`src/rtl/lsu_pkg.sv`:
```
// Shared size/state encodings and address helpers for the load/store unit.
package lsu_pkg;

    typedef enum logic [1:0] {
        LSU_SIZE_B = 2'b00,
        LSU_SIZE_H = 2'b01,
        LSU_SIZE_W = 2'b10,
        LSU_SIZE_R = 2'b11
    } lsu_size_e;

    typedef enum logic [1:0] {
        LSU_IDLE   = 2'b00,
        LSU_RMW_RD = 2'b01,
        LSU_RMW_WR = 2'b10
    } lsu_state_e;

    // Reserved size 2'b11 behaves as a word.
    function automatic logic size_is_word(input logic [1:0] size);
        return size[1];
    endfunction

    function automatic logic is_misaligned(input logic [1:0] size, input logic [1:0] off);
        if (size[1])
            return off != 2'b00;
        else if (size == LSU_SIZE_H)
            return off[0];
        else
            return 1'b0;
    endfunction

    function automatic logic [31:0] word_align(input logic [31:0] addr);
        return {addr[31:2], 2'b00};
    endfunction

endpackage

```
`src/rtl/load_store_unit_if.sv`:
```
// Word-addressed data memory port driven by the load/store unit.
interface load_store_unit_if;
    logic [31:0] Mem_Address;
    logic [31:0] Mem_Write_Data;
    logic        Mem_Read;
    logic        Mem_Write;
    logic [31:0] Mem_Read_Data;

    modport master (
        output Mem_Address,
        output Mem_Write_Data,
        output Mem_Read,
        output Mem_Write,
        input  Mem_Read_Data
    );

    modport slave (
        input  Mem_Address,
        input  Mem_Write_Data,
        input  Mem_Read,
        input  Mem_Write,
        output Mem_Read_Data
    );
endinterface

```
`src/rtl/lsu_lane_align.sv`:
```
// Little-endian lane handling: load extract/extend and store merge into a memory word.
module lsu_lane_align
    import lsu_pkg::*;
(
    input  logic [1:0]  size,
    input  logic        sign_ext,
    input  logic [1:0]  byte_off,
    input  logic [31:0] mem_word,
    input  logic [31:0] wdata,
    output logic [31:0] load_data,
    output logic [31:0] merge_data
);

    logic [4:0]  shamt;
    logic [31:0] shifted;
    logic [7:0]  lane_b;
    logic [15:0] lane_h;

    assign shamt   = {byte_off, 3'b000};
    assign shifted = mem_word >> shamt;
    assign lane_b  = shifted[7:0];
    // A half always uses lane Address[1]; Address[0] is ignored here.
    assign lane_h  = byte_off[1] ? mem_word[31:16] : mem_word[15:0];

    always_comb begin
        load_data  = mem_word;
        merge_data = wdata;
        case (lsu_size_e'(size))
            LSU_SIZE_B: begin
                load_data  = {{24{sign_ext & lane_b[7]}}, lane_b};
                merge_data = (mem_word & ~(32'h0000_00FF << shamt))
                           | ({24'h0, wdata[7:0]} << shamt);
            end
            LSU_SIZE_H: begin
                load_data  = {{16{sign_ext & lane_h[15]}}, lane_h};
                merge_data = byte_off[1] ? {wdata[15:0], mem_word[15:0]}
                                         : {mem_word[31:16], wdata[15:0]};
            end
            default: begin
                load_data  = mem_word;
                merge_data = wdata;
            end
        endcase
    end

endmodule

```
`src/rtl/load_store_unit.sv`:
```
// MEM-stage load/store unit: single-cycle loads and word stores, 2-cycle RMW for sub-word stores.
// Optional feature: define LSU_MISALIGN_TRAP_EN to trap misaligned accesses instead of executing them.
module load_store_unit
    import lsu_pkg::*;
(
    input  logic                clk,
    input  logic                rst,
    input  logic                req,
    input  logic                we,
    input  logic [1:0]          size,
    input  logic                sign_ext,
    input  logic [31:0]         Address,
    input  logic [31:0]         Write_Data,
    output logic [31:0]         Read_Data,
    output logic                stall,
    output logic                misalign_err,
    load_store_unit_if.master   mem
);

    lsu_state_e  state_q, state_d;
    logic [31:0] merge_q, merge_d;
    logic [31:0] addr_q,  addr_d;

    logic [31:0] load_data;
    logic [31:0] merge_data;
    logic        trap;
    logic        is_word;
    logic        sub_store;

`ifdef LSU_MISALIGN_TRAP_EN
    assign trap = is_misaligned(size, Address[1:0]);
`else
    assign trap = 1'b0;
`endif

    assign is_word   = size_is_word(size);
    assign sub_store = req & we & ~is_word & ~trap;

    lsu_lane_align u_align (
        .size       (size),
        .sign_ext   (sign_ext),
        .byte_off   (Address[1:0]),
        .mem_word   (mem.Mem_Read_Data),
        .wdata      (Write_Data),
        .load_data  (load_data),
        .merge_data (merge_data)
    );

    always_ff @(posedge clk or negedge rst) begin
        if (!rst) begin
            state_q <= LSU_IDLE;
            merge_q <= '0;
            addr_q  <= '0;
        end else begin
            state_q <= state_d;
            merge_q <= merge_d;
            addr_q  <= addr_d;
        end
    end

    always_comb begin
        state_d = state_q;
        merge_d = merge_q;
        addr_d  = addr_q;
        case (state_q)
            LSU_IDLE: begin
                if (sub_store) begin
                    state_d = LSU_RMW_RD;
                    merge_d = merge_data;
                    addr_d  = word_align(Address);
                end
            end
            LSU_RMW_RD: state_d = LSU_IDLE;
            default:    state_d = LSU_IDLE;
        endcase
    end

    // Outputs are gated by rst so nothing is driven while reset is held.
    always_comb begin
        Read_Data          = '0;
        stall              = 1'b0;
        misalign_err       = 1'b0;
        mem.Mem_Address    = '0;
        mem.Mem_Write_Data = '0;
        mem.Mem_Read       = 1'b0;
        mem.Mem_Write      = 1'b0;
        if (rst) begin
            case (state_q)
                LSU_IDLE: begin
                    if (req) begin
                        if (trap) begin
                            misalign_err = 1'b1;
                        end else begin
                            mem.Mem_Address = word_align(Address);
                            if (!we) begin
                                mem.Mem_Read = 1'b1;
                                Read_Data    = load_data;
                            end else if (is_word) begin
                                mem.Mem_Write      = 1'b1;
                                mem.Mem_Write_Data = Write_Data;
                            end else begin
                                mem.Mem_Read = 1'b1;
                                stall        = 1'b1;
                            end
                        end
                    end
                end
                LSU_RMW_RD: begin
                    mem.Mem_Write      = 1'b1;
                    mem.Mem_Address    = addr_q;
                    mem.Mem_Write_Data = merge_q;
                end
                default: ;
            endcase
        end
    end

endmodule

```
`src/flat_wrapper.sv`:
```
// flat-port wrapper written by rule: the top's interface ports become plain ports
module load_store_unit_flat import lsu_pkg::*;
  (clk, rst, req, we, size, sign_ext, Address, Write_Data, Read_Data, stall, misalign_err, mem_Mem_Address, mem_Mem_Write_Data, mem_Mem_Read, mem_Mem_Write, mem_Mem_Read_Data);
  load_store_unit_if mem_i ();
  input  logic clk;
  input  logic rst;
  input  logic req;
  input  logic we;
  input  logic [1:0] size;
  input  logic sign_ext;
  input  logic [31:0] Address;
  input  logic [31:0] Write_Data;
  output logic [31:0] Read_Data;
  output logic stall;
  output logic misalign_err;
  output wire logic [$bits(mem_i.Mem_Address)-1:0] mem_Mem_Address;
  output wire logic [$bits(mem_i.Mem_Write_Data)-1:0] mem_Mem_Write_Data;
  output wire logic [$bits(mem_i.Mem_Read)-1:0] mem_Mem_Read;
  output wire logic [$bits(mem_i.Mem_Write)-1:0] mem_Mem_Write;
  input wire logic [$bits(mem_i.Mem_Read_Data)-1:0] mem_Mem_Read_Data;
  assign mem_Mem_Address = mem_i.Mem_Address;
  assign mem_Mem_Write_Data = mem_i.Mem_Write_Data;
  assign mem_Mem_Read = mem_i.Mem_Read;
  assign mem_Mem_Write = mem_i.Mem_Write;
  assign mem_i.Mem_Read_Data = mem_Mem_Read_Data;
  load_store_unit u_core (.clk(clk), .rst(rst), .req(req), .we(we), .size(size), .sign_ext(sign_ext), .Address(Address), .Write_Data(Write_Data), .Read_Data(Read_Data), .stall(stall), .misalign_err(misalign_err), .mem(mem_i));
endmodule
```
`config.mk`:
```
export PLATFORM = sky130hd
export DESIGN_NAME = load_store_unit_flat
export DESIGN_NICKNAME = d
export VERILOG_FILES = /design/src/rtl/lsu_pkg.sv /design/src/rtl/load_store_unit_if.sv /design/src/rtl/lsu_lane_align.sv /design/src/rtl/load_store_unit.sv /design/src/flat_wrapper.sv
export SDC_FILE = /design/constraint.sdc
export NUM_CORES = 1
export LEC_CHECK = 0
export BUFFER_PORTS_ARGS = -buffer_cell sky130_fd_sc_hd__buf_2
export CAP_MARGIN = 10
export CORE_UTILIZATION = 30
export CTS_CLUSTER_DIAMETER = 40
export CTS_CLUSTER_SIZE = 12
export DETAILED_ROUTE_END_ITERATION = 10
export PLACE_DENSITY_LB_ADDON = 0.15
export SLEW_MARGIN = 20
export SYNTH_ARGS = -nofsm -noshare
export SYNTH_HDL_FRONTEND = slang
export SYNTH_HIERARCHICAL = 1
export SYNTH_SLANG_ARGS = --single-unit
```
`constraint.sdc`:
```
create_clock -name clk -period 1.67 [get_ports clk]
set_clock_uncertainty 0.1 [all_clocks]
set_input_delay 0.167 -clock clk [delete_from_list [all_inputs] [get_ports clk]]
set_output_delay 0.167 -clock clk [all_outputs]
set_load 0.03 [all_outputs]
```
* After elaboration in Yosys (flattened, before gate mapping) *
Cells that the tools add are included.

storage, ports and cells
  bits in latches = 0
  bits in writable memories = 0
  word-level logic and storage cells = 52
  bits in read-only memories = 0
  output and inout bits = 100
  input bits = 103
  bits in registers = 64
  memories = 0

cells by class
  shift operators = 3
  magnitude comparators = 0
  mux-type cells = 32
  $mul = 0
  div/mod/pow operators = 0
  bitwise logic cells = 8
  reductions and logical operators = 3
  add/subtract/negate cells = 0
  equality and inequality tests = 3

operators by type and width
  cell                                                    number
  2-to-1 mux 32 bit                                       11
  case mux 32 bit (2 select lines)                        4
  bitwise AND 32 bit                                      1
  inverter 32 bit                                         1
  OR 32 bit                                               1
  << shifter 8 x 5 -> 32 bit                              1
  << shifter 8 x 5 -> 32 bit (first input constant)       1
  right shift 32 x 5 -> 8 bit                             1
  2-to-1 mux 16 bit                                       1
  2-to-1 mux 1 bit                                        13
  bitwise AND 1 bit                                       4
  == test 2 x 1 -> 1 bit (second input constant)          2
  zero test 2 bit                                         2
  2-to-1 mux 2 bit                                        2
  inequality test 2 x 1 -> 1 bit (second input constant)  1
  case mux 1 bit (2 select lines)                         1
  AND reduction 2 bit                                     1
  inverter 1 bit                                          1

* Logic depth before layout (Yosys ltp) *
  depth after elaboration = 7
  gate-level depth with buffers = 7
  depth with buffers taken out = 4

* By module *
Netlist, hierarchy kept.

by module, submodules not included
  module           instances  cells each  area each (sq um)  seq. area each (sq um)
  load_store_unit  1          260         3,611.0            1,576.5
  lsu_lane_align   1          240         1,514.0            0.0

* Least setup slack after synthesis *
No wires, ideal clock.

  path type = in2reg
  from = input Address[0]
  to = register u_core.merge_q[3]
  stages = 7
  data arrival time = 1.490 ns
  slack = -0.045 ns
  data required time = 1.445 ns
  buffers on the path = 3
  setup time = 0.125 ns
  path through = buf_2 nor2b_2 buf_6 o21ai_4 buf_6 mux2_2 mux2_4

on the way
  longest elaborated chain between the ends = 5
  elaborated cells between the ends (all ways) = 6
  those cells by class = shift: 2; mux: 1; bitwise: 3

RTL lines
  element                             RTL line               text
  start: declaration                  flat_wrapper.sv:11     input logic [31:0] Address;
  << shifter 8 x 5 -> 32 bit          lsu_lane_align.sv:31   merge_data = (mem_word & ~(32'h0000_00FF << shamt))
  inverter 32 bit                     lsu_lane_align.sv:31
  bitwise AND 32 bit                  lsu_lane_align.sv:31
  OR 32 bit *                         lsu_lane_align.sv:32   | ({24'h0, wdata[7:0]} << shamt);
  case mux 32 bit (2 select lines) *  lsu_lane_align.sv:28   case (lsu_size_e'(size))
  net u_core.merge_data[3]            load_store_unit.sv:25  logic [31:0] merge_data;
  end signal: assignment              load_store_unit.sv:56  merge_q <= merge_d;
  end: declaration                    load_store_unit.sv:21  logic [31:0] merge_q, merge_d;

The timed path passes the listed nets; every way through them passes the cells marked *.
A chain may end at the register's enable or synchronous reset.

* Worst setup path after layout *
  from = register u_core.state_q[0]
  to = output mem_Mem_Write_Data[3]

on the way
  longest elaborated chain between the ends = 3
  elaborated cells between the ends (all ways) = 4
  those cells by class = eq/ne: 1; mux: 2; reduce/logical: 1

RTL lines
  element                                                    RTL line               text
  start: declaration                                         load_store_unit.sv:20  lsu_state_e state_q, state_d;
  start signal: assignment                                   load_store_unit.sv:55  state_q <= state_d;
  == test 2 x 1 -> 1 bit or zero test 2 bit (tied branches)  load_store_unit.sv:88  case (state_q)
  case mux 32 bit (2 select lines) *                         load_store_unit.sv:88
  2-to-1 mux 32 bit *                                        load_store_unit.sv:87  if (rst) begin
  end: declaration                                           flat_wrapper.sv:17     output wire logic [$bits(mem_i.Mem_Write_Data)-1:0] mem_Mem_Write_Data;

Every way passes the cells marked *; elsewhere a longest branch is shown, timed or not.

==> summary.md <==
| Metric | Value |
|---|---|
| Worst Tran Pin Value | 692 ps |
| Setup-failing EPs final | 158 |
| Pre-antenna DRT Iters | 5 |
| Worst rel slew slack | 53.7% |
| DRC Markers | 0 |
| DRT antenna net count | 0 |
| Die Wd | 133 um |
| CP required | about 1400 ps |
| Synth Register Bits | 63 |
| Critical path capture point type | output pin |
| CTS tree | done |
| Multi-input logic area | 3210 um^2 |
| Tot Pwr | 0.00608 W |
| Drt total wl | 19.9 mm |
| Mean area per synthesized cell | just over 10 um^2 |
| Max cap viols | 0 |
| Via-to-Cell Ratio | 5.40 |
| Total global routing overflow | 0 |
| Number of global-route vias before repair | between 5000 and 6000 |
| DR vias | ~5300 |
| Post-DP HPWL | 14.0 mm |
| Die ar. | 17600 um^2 |
| Core ar. | between 15000 and 20000 um^2 |
| Die height | ~130 um |
| Max VDD drop | about 0.53 mV |
| Setup CP Type | reg -> out |
| Nets | 852 |
| CTS H-tree lvls | 3 |
| Clk pin slew, worst setup/hold paths | 60 ps |
| CTS buffer count | 9 |
| Seq/Total Area, Yosys | 30.8% |
| Row count | 47 |
| F_max | 517 MHz |
| WL per Instance | 20.4 um |
| Drt initial violations | 297 |
| Port bufs | 199 |
| I/O pins | ~200 |
| Pins Over Slew Limit | 0 |
| Crit path DAT | 1670 ps |
| Crit path max fanout | 7 |
| Leakage Power | ~3.8 nW |
| Failing checks | setup timing |
| Layout cell share with drive strength beyond 1 | 52.0% |
| Number of distinct library cells after synthesis | 47 |
| Placed Cells | 912 |
| Pin count of the biggest net entering global routing | 43 |
| Fin. Hold Viols | 0 |
| WHS | 109 ps |
| Unrepaired setup endpoints after global routing | yes |
| Synth-to-Final Area Change | 58.3% |
| Root buf cell | clkbuf_16 |
| Cells after Synth | 500 |
| Non-filler cells, final | 975 |
| First-pass GRT wire length | approximately 30 mm |
| Critical path launch point type | flip-flop |
| Core Util, Final | between 40% and 50% |
| Cell area after synthesis | 5120 um^2 |
| Final Wtd Congestion | approximately 0.85 |
| Fillcell total | between 1500 and 2000 |
| Initial Utilization | 30.8% |
| Total Routing Usage GR | 21.9% |
| Register area | 1580 um^2 |
| Clk_lat worst skew | 330 ps |
| PD cells | 750 nW/um^2 |
| Crit share post-route | 116% |
| TNS Setup | -20490 ps |
| Clk sinks | between 60 and 70 |
| Setup WS post-layout | -264 ps |
| Initial antenna violation count | 1 |
| Status | complete, but fails checks |
| Yosys warns | 6 |
| Crit path time final | 1930 ps |
| Hold Path Class | in -> reg |
| Deepest clock path buffer count | 2 |
[per-layer routing]
| layer | global-route usage, % | vias to the layer above | wire [um] |
|---|---|---|---|
| li1 | - | 2414 | - |
| met1 | 29.3 | 2636 | 9080 |
| met2 | 35.8 | 190 | 9450 |
| met3 | 4.10 | 29 | 1050 |
| met4 | 6.77 | 0 | 344 |
| met5 | 0 | - | 0 |
[area by class of cell]
type	count	area share, %
Tap cell	220	3.39
Clock buffer	10	2.95
Antenna cell	1	0.0309
Clock inverter	6	0.741
Multi-Input combinational cell	375	39.6
Inverter	4	0.185
Timing Repair Buffer	296	33.7
Sequential cell	63	19.4
[synthesized netlist by cell type (all sizes together)]
cell type / instances / area (um^2)
o211ai: 11 / 82.6
and3b: 2 / 18.8
nor3: 1 / 10.0
o22ai: 1 / 6.26
a2bb2oi: 1 / 8.76
o221ai: 1 / 8.76
o21bai: 1 / 11.3
o31ai: 1 / 7.51
a32o: 32 / 320
mux4: 1 / 22.5
and4bb: 3 / 37.5
a32oi: 13 / 114
inv: 3 / 11.3
nor2: 18 / 67.6
a221o: 10 / 100
clkbuf: 21 / 78.8
dfrtp: 63 / 1580
and2: 35 / 220
nand3b: 1 / 7.51
mux2: 71 / 1020
nand2: 25 / 96.4
a22o: 30 / 263
or3b: 1 / 8.76
nand2b: 4 / 25.0
nand3: 15 / 75.1
o21ai: 16 / 91.3
a21oi: 37 / 196
a31oi: 16 / 100
clkinv: 1 / 3.75
or2: 1 / 6.26
mux2i: 7 / 70.1
conb: 1 / 3.75
nor4b: 1 / 8.76
nor2b: 12 / 77.6
o22a: 4 / 35.0
buf: 39 / 333
[worst max-delay path, cell delays in order (launching register included)]
cell,delay [ps]
dfrtp_1,380
and3b_2,270
buf_6,150
buf_16,140
a32o_1,260
buf_6,140
[what timing repair did]
item                       4_1_cts  5_1_grt
gates cloned                     2        7
buffers inserted                 3        5
hold endpoints to repair        93        0
setup endpoints to repair      100      149
pin swaps                       12        5
hold buffers                    31        0
resized for setup              162       74
[through the flow]
step	cell area [um^2]	setup slack, ps
2_1_floorplan	5150	6.18
3_3_place_gp	6570	-245
3_5_place_dp	6570	-396
4_1_cts	7730	-265
5_1_grt	8110	-302
6_report	8110	-264
[worst paths after layout]
kind                                   startpoint                     to  slack [ps]  cells past startpoint
worst max register to register  u_core/state_q[0]      u_core/addr_q[22]         -80                      5
worst min-delay path               Write_Data[25]     u_core/merge_q[25]         110                      4
worst min register to register   u_core/addr_q[3]       u_core/addr_q[3]         410                      1
max in group asynchronous                     rst     u_core/merge_q[20]         670                      3
min in group asynchronous                     rst      u_core/state_q[0]         460                      3
worst max-delay path            u_core/state_q[0]  mem_Mem_Write_Data[3]        -260                      5
[power by group]
part | internal, W | switching, W
combinational | 0.00115 | 0.000938
clock | 0.00119 | 0.000710
sequential | 0.00187 | 0.000218
total | 0.00421 | 0.00187
[registers in the layout (all words and copies together) (netlist names)]
register	cells
u_core/state_q	1
u_core/addr_q	30
u_core/merge_q	32
[cell families (layout without fill, tap and decap cells)]
logic type | after synthesis | count (layout) | share of synthesized area, %
buf+inv | 64 | 316 | 8.33
simple gates | 119 | 119 | 12.9
compound gates | 174 | 174 | 26.2
mux | 79 | 79 | 21.7
flops | 63 | 63 | 30.8
other cells | 1 | 4 | 0.0732
[cell usage in the layout (no fill, tap or decap), types with 16 or more instances in the layout]
cell	Yosys	routed
buf_2	23	102
a21oi_1	36	36
nand2_1	24	24
buf_6	6	100
buf_4	4	39
dfrtp_1	63	63
a22o_1	30	30
mux2_4	59	63
a32o_2	0	17
dlygate4sd3_1	0	31
nor2_1	18	17
and2_1	34	29
a31oi_1	16	16
No activity file was read; power rests on OpenSTA's default activity.
